**config.mk**
```make
export PLATFORM = sky130hd
export DESIGN_NAME = lsu_dram_ctrl
export DESIGN_NICKNAME = d
export VERILOG_FILES = /design/src/rtl/lsu_dram_ctrl.sv
export SDC_FILE = /design/constraint.sdc
export NUM_CORES = 1
export LEC_CHECK = 0
export ABC_AREA = 1
export CAP_MARGIN = 10
export CORE_MARGIN = 2
export CORE_UTILIZATION = 43
export CTS_BUF_LIST = sky130_fd_sc_hd__clkbuf_16
export DETAILED_ROUTE_END_ITERATION = 7
export GPL_TIMING_DRIVEN = 0
export PLACE_DENSITY = 0.77
export SLEW_MARGIN = 40
export SYNTH_ARGS = -nofsm -noshare
export SYNTH_HDL_FRONTEND = slang
export SYNTH_SLANG_ARGS = --single-unit
export TNS_END_PERCENT = 5
```
**constraint.sdc**
```tcl
create_clock -name clk -period 1.88 [get_ports clk]
set_input_delay 0.564 -clock clk [delete_from_list [all_inputs] [get_ports clk]]
set_output_delay 0.564 -clock clk [all_outputs]
set_load 0.02 [all_outputs]
```
**src/rtl/lsu_dram_ctrl.sv**
```systemverilog
`default_nettype none
// ============================================================================
//  Module   : lsu_dram_ctrl
//  Purpose  : Load/store unit sitting between EX and MEM. Issues one req/ack
//             DRAM transaction per aligned load/store, aligns and extends
//             load data, lane-replicates store data, and presents registered
//             results (rd_addr_o/wreg_o/wdata_o) to MEM. Stalls EX while a
//             transaction is outstanding; times out missing acks.
//  Ports    : clk, rst (async, active-low)
//             EX side  : ex_valid_i, flush_i, rd_addr_i, wreg_i, wdata_i,
//                        store_data_i, opcode_i, funct3_i, stall_o
//             DRAM side: dram_req_o, dram_we_o, dram_addr_o, dram_wdata_o,
//                        dram_be_o, dram_ack_i, dram_rdata_i
//             MEM side : valid_o, rd_addr_o, wreg_o, wdata_o, misalign_o,
//                        bus_err_o
//  Revision : 1.0 - initial release
// ============================================================================
module lsu_dram_ctrl #(
  parameter int TIMEOUT_CYCLES = 256,
  parameter int CNT_W          = 9
) (
  input  logic        clk,
  input  logic        rst,
  input  logic        ex_valid_i,
  input  logic        flush_i,
  input  logic [4:0]  rd_addr_i,
  input  logic        wreg_i,
  input  logic [31:0] wdata_i,
  input  logic [31:0] store_data_i,
  input  logic [6:0]  opcode_i,
  input  logic [2:0]  funct3_i,
  output logic        dram_req_o,
  output logic        dram_we_o,
  output logic [31:0] dram_addr_o,
  output logic [31:0] dram_wdata_o,
  output logic [3:0]  dram_be_o,
  input  logic        dram_ack_i,
  input  logic [31:0] dram_rdata_i,
  output logic        stall_o,
  output logic        valid_o,
  output logic [4:0]  rd_addr_o,
  output logic        wreg_o,
  output logic [31:0] wdata_o,
  output logic        misalign_o,
  output logic        bus_err_o
);

  localparam logic [6:0]       C_OP_LOAD  = 7'b0000011;
  localparam logic [6:0]       C_OP_STORE = 7'b0100011;
  localparam logic [CNT_W-1:0] C_CNT_LAST = CNT_W'(TIMEOUT_CYCLES - 1);

  typedef enum logic [0:0] {
    IDLE     = 1'b0,
    WAIT_ACK = 1'b1
  } state_t;

  // FSM and transaction context
  state_t             state_q,  state_d;
  logic [CNT_W-1:0]   cnt_q,    cnt_d;
  logic               kill_q,   kill_d;
  logic [4:0]         rd_q,     rd_d;
  logic               mwreg_q,  mwreg_d;
  logic [2:0]         funct3_q, funct3_d;
  logic [31:0]        addr_q,   addr_d;
  logic               we_q,     we_d;
  logic [31:0]        swdata_q, swdata_d;
  logic [3:0]         be_q,     be_d;

  // Registered MEM-side outputs
  logic               valid_q,    valid_d;
  logic [4:0]         rd_out_q,   rd_out_d;
  logic               wreg_out_q, wreg_out_d;
  logic [31:0]        wdata_out_q, wdata_out_d;
  logic               misalign_q, misalign_d;
  logic               bus_err_q,  bus_err_d;

  // Decode of the instruction presented by EX
  logic        w_is_load, w_is_store, w_is_mem;
  logic        w_misalign;
  logic [31:0] w_lane_data;
  logic [3:0]  w_lane_be;

  // Load alignment of the returning word
  logic [31:0] w_rdata_shift;
  logic [7:0]  w_ld_byte;
  logic [15:0] w_ld_half;
  logic [31:0] w_ld_data;
  logic        w_kill_now;

  always_comb begin
    w_is_load  = (opcode_i == C_OP_LOAD);
    w_is_store = (opcode_i == C_OP_STORE);
    w_is_mem   = w_is_load | w_is_store;

    // funct3[1:0] encodes size; 11 is never legal, and bit 2 (unsigned) is
    // only legal for byte/half loads. Illegal encodings retire as misaligned.
    w_misalign = (funct3_i[1:0] == 2'b11)
               | (funct3_i[2] & (w_is_store | funct3_i[1]))
               | ((funct3_i[1:0] == 2'b01) & wdata_i[0])
               | ((funct3_i[1:0] == 2'b10) & (wdata_i[1:0] != 2'b00));

    w_lane_data = 32'd0;
    w_lane_be   = 4'b0000;
    if (w_is_store) begin
      case (funct3_i[1:0])
        2'b00: begin
          w_lane_data = {4{store_data_i[7:0]}};
          w_lane_be   = 4'b0001 << wdata_i[1:0];
        end
        2'b01: begin
          w_lane_data = {2{store_data_i[15:0]}};
          w_lane_be   = wdata_i[1] ? 4'b1100 : 4'b0011;
        end
        default: begin
          w_lane_data = store_data_i;
          w_lane_be   = 4'b1111;
        end
      endcase
    end
  end

  always_comb begin
    w_rdata_shift = dram_rdata_i >> {addr_q[1:0], 3'b000};
    w_ld_byte     = w_rdata_shift[7:0];
    w_ld_half     = addr_q[1] ? dram_rdata_i[31:16] : dram_rdata_i[15:0];
    case (funct3_q)
      3'b000:  w_ld_data = {{24{w_ld_byte[7]}}, w_ld_byte};
      3'b001:  w_ld_data = {{16{w_ld_half[15]}}, w_ld_half};
      3'b100:  w_ld_data = {24'd0, w_ld_byte};
      3'b101:  w_ld_data = {16'd0, w_ld_half};
      default: w_ld_data = dram_rdata_i;
    endcase
    // A flush arriving together with the ack still kills the result.
    w_kill_now = kill_q | flush_i;
  end

  always_comb begin
    state_d     = state_q;
    cnt_d       = cnt_q;
    kill_d      = kill_q;
    rd_d        = rd_q;
    mwreg_d     = mwreg_q;
    funct3_d    = funct3_q;
    addr_d      = addr_q;
    we_d        = we_q;
    swdata_d    = swdata_q;
    be_d        = be_q;
    valid_d     = 1'b0;
    rd_out_d    = rd_out_q;
    wreg_out_d  = wreg_out_q;
    wdata_out_d = wdata_out_q;
    misalign_d  = 1'b0;
    bus_err_d   = 1'b0;

    case (state_q)
      IDLE: begin
        if (ex_valid_i && !flush_i) begin
          if (!w_is_mem) begin
            valid_d     = 1'b1;
            rd_out_d    = rd_addr_i;
            wreg_out_d  = wreg_i;
            wdata_out_d = wdata_i;
          end else if (w_misalign) begin
            valid_d     = 1'b1;
            misalign_d  = 1'b1;
            rd_out_d    = rd_addr_i;
            wreg_out_d  = 1'b0;
            wdata_out_d = wdata_i;
          end else begin
            state_d  = WAIT_ACK;
            cnt_d    = '0;
            kill_d   = 1'b0;
            rd_d     = rd_addr_i;
            mwreg_d  = wreg_i & w_is_load;
            funct3_d = funct3_i;
            addr_d   = wdata_i;
            we_d     = w_is_store;
            swdata_d = w_lane_data;
            be_d     = w_lane_be;
          end
        end
      end
      WAIT_ACK: begin
        if (dram_ack_i) begin
          state_d = IDLE;
          if (!w_kill_now) begin
            valid_d     = 1'b1;
            rd_out_d    = rd_q;
            wreg_out_d  = mwreg_q;
            wdata_out_d = we_q ? addr_q : w_ld_data;
          end else begin
            wreg_out_d  = 1'b0;
          end
        end else if (cnt_q == C_CNT_LAST) begin
          state_d    = IDLE;
          wreg_out_d = 1'b0;
          if (!w_kill_now) begin
            valid_d   = 1'b1;
            bus_err_d = 1'b1;
            rd_out_d  = rd_q;
          end
        end else begin
          cnt_d  = cnt_q + 1'b1;
          kill_d = w_kill_now;
        end
      end
      default: state_d = IDLE;
    endcase
  end

  always_ff @(posedge clk or negedge rst) begin
    if (!rst) begin
      state_q     <= IDLE;
      cnt_q       <= '0;
      kill_q      <= 1'b0;
      rd_q        <= 5'd0;
      mwreg_q     <= 1'b0;
      funct3_q    <= 3'd0;
      addr_q      <= 32'd0;
      we_q        <= 1'b0;
      swdata_q    <= 32'd0;
      be_q        <= 4'd0;
      valid_q     <= 1'b0;
      rd_out_q    <= 5'd0;
      wreg_out_q  <= 1'b0;
      wdata_out_q <= 32'd0;
      misalign_q  <= 1'b0;
      bus_err_q   <= 1'b0;
    end else begin
      state_q     <= state_d;
      cnt_q       <= cnt_d;
      kill_q      <= kill_d;
      rd_q        <= rd_d;
      mwreg_q     <= mwreg_d;
      funct3_q    <= funct3_d;
      addr_q      <= addr_d;
      we_q        <= we_d;
      swdata_q    <= swdata_d;
      be_q        <= be_d;
      valid_q     <= valid_d;
      rd_out_q    <= rd_out_d;
      wreg_out_q  <= wreg_out_d;
      wdata_out_q <= wdata_out_d;
      misalign_q  <= misalign_d;
      bus_err_q   <= bus_err_d;
    end
  end

  // Request follows the state directly so reset drops it without a clock.
  assign dram_req_o   = (state_q == WAIT_ACK);
  assign stall_o      = (state_q == WAIT_ACK);
  assign dram_we_o    = we_q;
  assign dram_addr_o  = {addr_q[31:2], 2'b00};
  assign dram_wdata_o = swdata_q;
  assign dram_be_o    = be_q;
  assign valid_o      = valid_q;
  assign rd_addr_o    = rd_out_q;
  assign wreg_o       = wreg_out_q;
  assign wdata_o      = wdata_out_q;
  assign misalign_o   = misalign_q;
  assign bus_err_o    = bus_err_q;

endmodule
`default_nettype wire

```
======== After elaboration in Yosys (flattened, before gate mapping) ========
Cells that the tools add are included.
storage, ports and cells
  register bits after elaboration ......... 130
  word-level logic and storage cells ...... 116
operators by class
  bitwise operators ....................... 12
  multiplexer cells ....................... 58
  equality and inequality tests ........... 18
  reduce and logical (&&, ||, !) cells .... 9
  shifts and indexed selects .............. 2
  add/sub/neg operators ................... 1
operators by type and width
  operator             number
  $mux 32              7
  $pmux 32 s2          2
  $pmux 32 s4          1
  $mux 9               5
  $shr 32x5->8         1
  $mux 5               6
  $mux 1               27
  $pmux 9 s2           1
  $mux 16              1
  $ne 2x2->1 const B   7
  $pmux 5 s2           1
  $add 9x1->9 const B  1
  $eq 9x8->1 const B   1
  $mux 4               2
  $pmux 1 s2           4
  $pmux 4 s2           1
  $reduce_and 4->1     2
  $eq 7x2->1 const B   1
  $eq 7x6->1 const B   1
  $eq 3x3->1 const B   2
  $or 1x1->1           6
  $reduce_and 5->1     1
  $and 1x1->1          4
  $eq 2x2->1 const B   2
  12 further kinds     13

======== Depth between registers and ports, before layout ========
  word-level depth ........................ 10
  mapped depth ............................ 13
  depth with buffers taken out ............ 13

======== Worst setup path after synthesis ========
OpenSTA, ideal clock, no wires.
  kind .................................... register to register
  from .................................... register cnt_q[0]
  to ...................................... register rd_out_q[0] (netlist: rd_addr_o[0])
  data arrival time ....................... 1.697 ns
  path slack .............................. 0.065 ns
  path buffers ............................ 0
  stages on the path, launching flop included .. 11
  required time ........................... 1.762 ns
  cells stage by stage .................... dfrtp_1 -> ha_1 -> nand2_1 -> nor2_1 -> nand2_1 -> nor2_1 -> ha_1 -> o21ai_0 -> nand2_1 -> nand2_1 -> nand2_1
on the way
  word-level cells in the longest chain between the ends .. 3
RTL lines
  element                            RTL line  source
  from (decl)                        59        logic [CNT_W-1:0] cnt_q, cnt_d;
  from (signal assigned)             231       cnt_q <= cnt_d;
  $eq 9x8->1                         194       end else if (cnt_q == C_CNT_LAST) begin
  $ne 3x2->1 (no source line)        n/a
  $reduce_and 3->1 (no source line)  n/a
  to (signal assigned)               241       rd_out_q <= rd_out_d;
  to (decl)                          71        logic [4:0] rd_out_q, rd_out_d;
Every way passes these cells.
A chain may end at the register's enable or synchronous reset.

======== Worst setup path after layout ========
  from .................................... register we_q (netlist: dram_we_o)
  to ...................................... register wdata_out_q[0] (netlist: wdata_o[0])
on the way
  word-level cells in the longest chain between the ends .. 4
RTL lines
  element                 RTL line  source
  from (decl)             65        logic we_q, we_d;
  from (signal assigned)  237       we_q <= we_d;
  $mux 32                 190       wdata_out_d = we_q ? addr_q : w_ld_data;
  $mux 32                 186       if (!w_kill_now) begin
  $mux 32                 184       if (dram_ack_i) begin
  $pmux 32 s2             155       case (state_q)
  to (signal assigned)    243       wdata_out_q <= wdata_out_d;
  to (decl)               73        logic [31:0] wdata_out_q, wdata_out_d;
Every way passes these cells. The select of a mux whose other input is x is not followed.

==> flow_summary.yaml <==
global_routing:
  grt.total_usage_pct: 28.0
  antenna_found_initial: 1
  use_met1_pct: 35.0
  overflow: 0
  grt_pass1_wl_um: 39700
  busiest_layer: "met2"
  grt_pass1_vias: 7705
  use_met3_pct: 7.00
  grt_max_degree: 74
  met2_usage_pct: 47.5
timing:
  setup_viol: 1
  fmax_ghz: 0.531
  worst_pin_slew_ns: 0.595
  finalCritPeriodShare_pct: 100
  fin_ws_ns: -0.00151
  finalCriticalPeriod_ns: 1.88
  hold_viol: 0
  rsz0062_at_grt: "yes"
  max-slew-margin-rel_pct: 60.3
  slew_violations: 0
  fin_skew_ns: 0.00755
clocking:
  clk_latency_ns: 0.43
  postCtsHoldBufs: 0
  cts.htree.levels: 4
  clkSlewWorstSetupHoldPaths_ns: 0.06
  cts_buffers: 17
  cts_buffer_depth: 2
  clock-sinks: 130
  root_buffer: "clkbuf_16"
  cts_tree: "done"
floorplanning:
  die_area_um2: 18300
  rows: 48
  dieWidth_um: 135
  core_area_um2: 17100
  start_util_pct: 43.4
  fp.dieH_um: 135
  ios: 229
route:
  routed_wl_um: 25800
  num_vias: 7966
  ant_nets: 0
  first_iter_violations: 633
  remaining_drc_errors: 0
  dr.pass1.iters: 6
  routedWlPerCell_um: 16.5
  viasPerCell: 5.08
critical_path:
  critPathMaxFanout: 10
  timing_worst_setup_path_type: "reg2reg"
  crit_path_top_delay_cell: "clkbuf_1"
  worst-r2r-setup-slack_ns: -0.002
  path_cells: "clkbuf_1 > clkbuf_1 > a21oi_1 > nand2_1 > nand2_1 > nand2_1 > nand2_1"
  start_kind: "flip-flop"
  slowest_delay_ns: 0.50
  cp_data_required_time_ns: 2.19
  worstSetupEndpointType: "flip-flop"
  startpoint: "dram_we_o"
  crit_top_cell: "nand2_1"
  r2r-start: "dram_we_o"
  arrival_ns: 2.19
placed_design:
  port-buffer-count: 225
  finalWeightedCongestion: 0.938
  post-place-ws_ns: -0.720
  dp_hpwl_um: 18800
  place_inst: 1525
finish:
  finalNonFillerCells: 1567
  final_nets: 1448
  drive_gt1_share_pct: 13.9
  layout_commonest_cell: "nand2_1"
  area_growth_pct: 43.7
  layout_common_cells: "445 x nand2_1, 130 x dfrtp_1, 104 x clkdlybuf4s50_1"
hold_path:
  worst_hold_path_type: "in2async"
synth:
  synth_area_um2: 7430
  netlist_instances: 1073
  synth_cell_types: 33
  yosys_warnings: 0
  synth-seq-cells: 130
  avgSynthCellArea_um2: 6.92
  synth_seq_area_share_pct: 43.8
power:
  finalPower_uw: 7410
  leakage_uw: 0.00554
  p_per_area_nw_per_um2: 694
  ir_drop_mv: 0.640
job:
  cap_viol_max_count: 0
status:
  violations: "setup timing"
  status: "finished, violations left"
-- kinds of logic after synthesis --
logic type                 after synthesis  synth area share (%)
and+or+nand+nor                        621                  33.5
buffers and inverters                  164                  11.1
xor gates and xnor gates                 5                 0.590
DFF                                    130                  43.8
other                                    1                0.0505
adders and majority gates                2                 0.337
AOI/OAI and AO/OA                      150                  10.6
-- registers in the layout, summed over array words and instances, names as in the netlist --
register,count
wdata_o,32
dram_we_o,1
dram_be_o,4
cnt_q,9
bus_err_o,1
wreg_o,1
dram_wdata_o,32
valid_o,1
kill_q,1
misalign_o,1
rd_addr_o,5
dram_req_o,1
funct3_q,3
addr_q,32
mwreg_q,1
rd_q,5
-- per-layer routing --
layer | vias up | routed length (um)
li1 | 3864 | -
met1 | 3729 | 10600
met2 | 321 | 12600
met3 | 52 | 1930
met4 | 0 | 713
met5 | - | 0
-- timing repair --
item                       4_1_cts  5_1_grt
setup endpoints to repair      237      125
gates cloned                     0        3
buffers inserted                 0        7
gates resized for setup        141       57
pin swaps                        0       11
hold endpoints to repair         0        0
-- worst paths after layout --
kind | end | depth (start not counted)
worst max-delay path | wdata_o[0] | 7
worst min-delay path | wdata_o[29] | 1
worst max register to register | wdata_o[0] | 7
worst min register to register | wdata_o[13] | 2
max in group asynchronous | cnt_q[5] | 2
min in group clk | mwreg_q | 4
-- critical path: cells and delay by family, from the launching register on --
kind                   cells  cell delay [ns]
AND/OR/NAND/NOR            4             0.28
flip-flops                 1             0.43
AO/OA/AOI/OAI              1             0.15
buffers and inverters      2             0.91
-- final cells by class --
class / instances / area, um^2
timing repair buffer: 236 / 2240
buffer: 89 / 632
fill: 1574 / 6440
sequential: 130 / 3250
clock inverter: 14 / 100
clock buffer: 17 / 425
inverter: 75 / 293
antenna: 1 / 2.50
multi-input combinational: 780 / 3440
tap: 225 / 282
-- power by group --
group | switching (uW) | total [uW] | leakage, uW | internal (uW)
clock | 1260 | 3030 | 0.000260 | 1770
sequential | 93.2 | 3040 | 0.00166 | 2950
combinational | 764 | 1340 | 0.00362 | 572
total | 2120 | 7410 | 0.00554 | 5290
-- Yosys cell counts, drive strengths merged --
master	instances	area (um^2)
xnor2	3	26.3
o211ai	10	75.1
clkbuf	19	71.3
inv	73	277
a21oi	58	294
or2	2	12.5
conb	1	3.75
o21ai	79	395
dfrtp	130	3250
o221ai	2	17.5
buf	70	470
ha	2	25.0
nor2	85	337
nand3	62	315
clkinv	2	7.51
o22ai	1	6.26
xor2	2	17.5
nand2	459	1740
nand4	11	68.8
nor3	1	5.00
nand3b	1	7.51
-- stage by stage --
step / cell area, um^2 / TNS [ns] / hold WS [ns] / util [%]
global placement: 9960 / -723.38 / 0.456 / 58.2
finish: 10700 / -0.00151 / 0.0588 / 62.4
floorplan: 7430 / 0 / 0.268 / -
detailed placement: 10000 / -75.65 / 0.469 / 58.4
CTS: 10400 / -0.00766 / 0.0777 / 60.8
global route: 10700 / -1.38 / 0.0878 / 62.3
Power figures use the tool's default switching activity.
==> RTL edit, RTL diff (same flow settings) <==
Take the reset off `rd_q`, `addr_q`, `swdata_q`, `be_q` and `wdata_out_q` and load them in a clocked block of their own.
--- a/src/rtl/lsu_dram_ctrl.sv
+++ b/src/rtl/lsu_dram_ctrl.sv
@@ -213,37 +213,35 @@
       state_q     <= IDLE;
       cnt_q       <= '0;
       kill_q      <= 1'b0;
-      rd_q        <= 5'd0;
       mwreg_q     <= 1'b0;
       funct3_q    <= 3'd0;
-      addr_q      <= 32'd0;
       we_q        <= 1'b0;
-      swdata_q    <= 32'd0;
-      be_q        <= 4'd0;
       valid_q     <= 1'b0;
       rd_out_q    <= 5'd0;
       wreg_out_q  <= 1'b0;
-      wdata_out_q <= 32'd0;
       misalign_q  <= 1'b0;
       bus_err_q   <= 1'b0;
     end else begin
       state_q     <= state_d;
       cnt_q       <= cnt_d;
       kill_q      <= kill_d;
-      rd_q        <= rd_d;
       mwreg_q     <= mwreg_d;
       funct3_q    <= funct3_d;
-      addr_q      <= addr_d;
       we_q        <= we_d;
-      swdata_q    <= swdata_d;
-      be_q        <= be_d;
       valid_q     <= valid_d;
       rd_out_q    <= rd_out_d;
       wreg_out_q  <= wreg_out_d;
-      wdata_out_q <= wdata_out_d;
       misalign_q  <= misalign_d;
       bus_err_q   <= bus_err_d;
     end
+  end
+
+  always_ff @(posedge clk) begin
+    rd_q        <= rd_d;
+    addr_q      <= addr_d;
+    swdata_q    <= swdata_d;
+    be_q        <= be_d;
+    wdata_out_q <= wdata_out_d;
   end
 
   // Request follows the state directly so reset drops it without a clock.
Check against the original RTL: not equivalent (a bounded check fails within 4 cycles, from zero or initial values and one cycle with rst low).
==> RTL edit against the unedited design <==
The flow still finishes with violations (setup timing). Sequential power grew 5%. Area after synthesis fell by 6.6%. Final area shrank 3.2%. Routed wire length is 19% lower. Setup slack got worse by 0.13 ns. Sequential cell count stayed put. Total power barely moved. Critical path type unchanged. Largest power group is now clock.
==> RTL edit: results (changes against the unedited design) <==
Post-Route M1 WL 8690 um (-18%); internal power 5.65 mW (+6.7%); Post CTS Setup Buffer Count 11 (+11); CTS-repair resized insts 143 (+1.4%); Non-CTS inverters 55 (-27%); clk cell area share 5.89% (+0.96 points); Reg area 0.00378 mm2 (+16%); 1st-iter DRT viols 433 (-32%); Leak 4.52 nW (-18%); initial antenna violation count 0 (-1); most common library cells after synthesis nand2_1 (212), nor2_1 (131), edfxtp_1 (105), a21oi_1 (60), inv_1 (47); Multi-input comb cells 538 (-31%); met3 Track Usage GR 6.03% (-0.97 points); drt via density 4.91 (-3.3%); Least-Margin Pin Slew 0.604 ns (+0.00865 ns); CP arrival 2.38 ns (+0.19 ns); reg2reg end cnt_q[0]; met3 WL 1460 um (-25%); largest fanout on the critical path 6 (-4); Worst Setup Slack, final -0.135 ns (-0.134 ns); status finished with violations; largest delay contributor family on the critical path simple AND/OR/NAND/NOR gates; slowest stage cell, crit path dfrtp_1; CP max stage delay 0.39 ns (-0.11 ns); failing checks setup timing; main area contributors after synthesis edfxtp_1 (45%), nand2_1 (11%), dfrtp_1 (9.0%), nor2_1 (7.1%), a21oi_1 (4.3%); Fill cells 1327 (-16%); Avg WL per Cell 16.3 um (-1.3%); clk_skew 0.00940 ns (+0.00185 ns); final setup vio count 11 (+10); Nets 1177 (-19%)
RTL edit: changes by cell type in the layout (fill, tap and decap cells not counted), sizes merged, moves of 7 or more:
| cell | change |
|---|---|
| nor2 | +51 |
| clkbuf | -7 |
| nand2 | -228 |
| inv | -19 |
| nand3 | -19 |
| o21bai | +7 |
| edfxtp | +105 |
| o21ai | -56 |
| o211ai | -9 |
| dfrtp | -105 |
| dlymetal6s2s | -7 |
RTL edit: per-stage QoR:
stage                     util (%)  hold slack, ns  cell area (um2)  worst slack (ns)  setup TNS, ns
after floorplan                  -           0.268             6990            -0.706         -72.61
after global placement        60.1           0.457             9510             -2.13        -246.44
after detailed placement      60.6           0.467             9590             -1.19        -132.85
after CTS                     64.3           0.149            10200            -0.194          -3.78
after global routing          65.3           0.177            10300            -0.243          -3.13
final                         65.3           0.141            10300            -0.135          -1.15
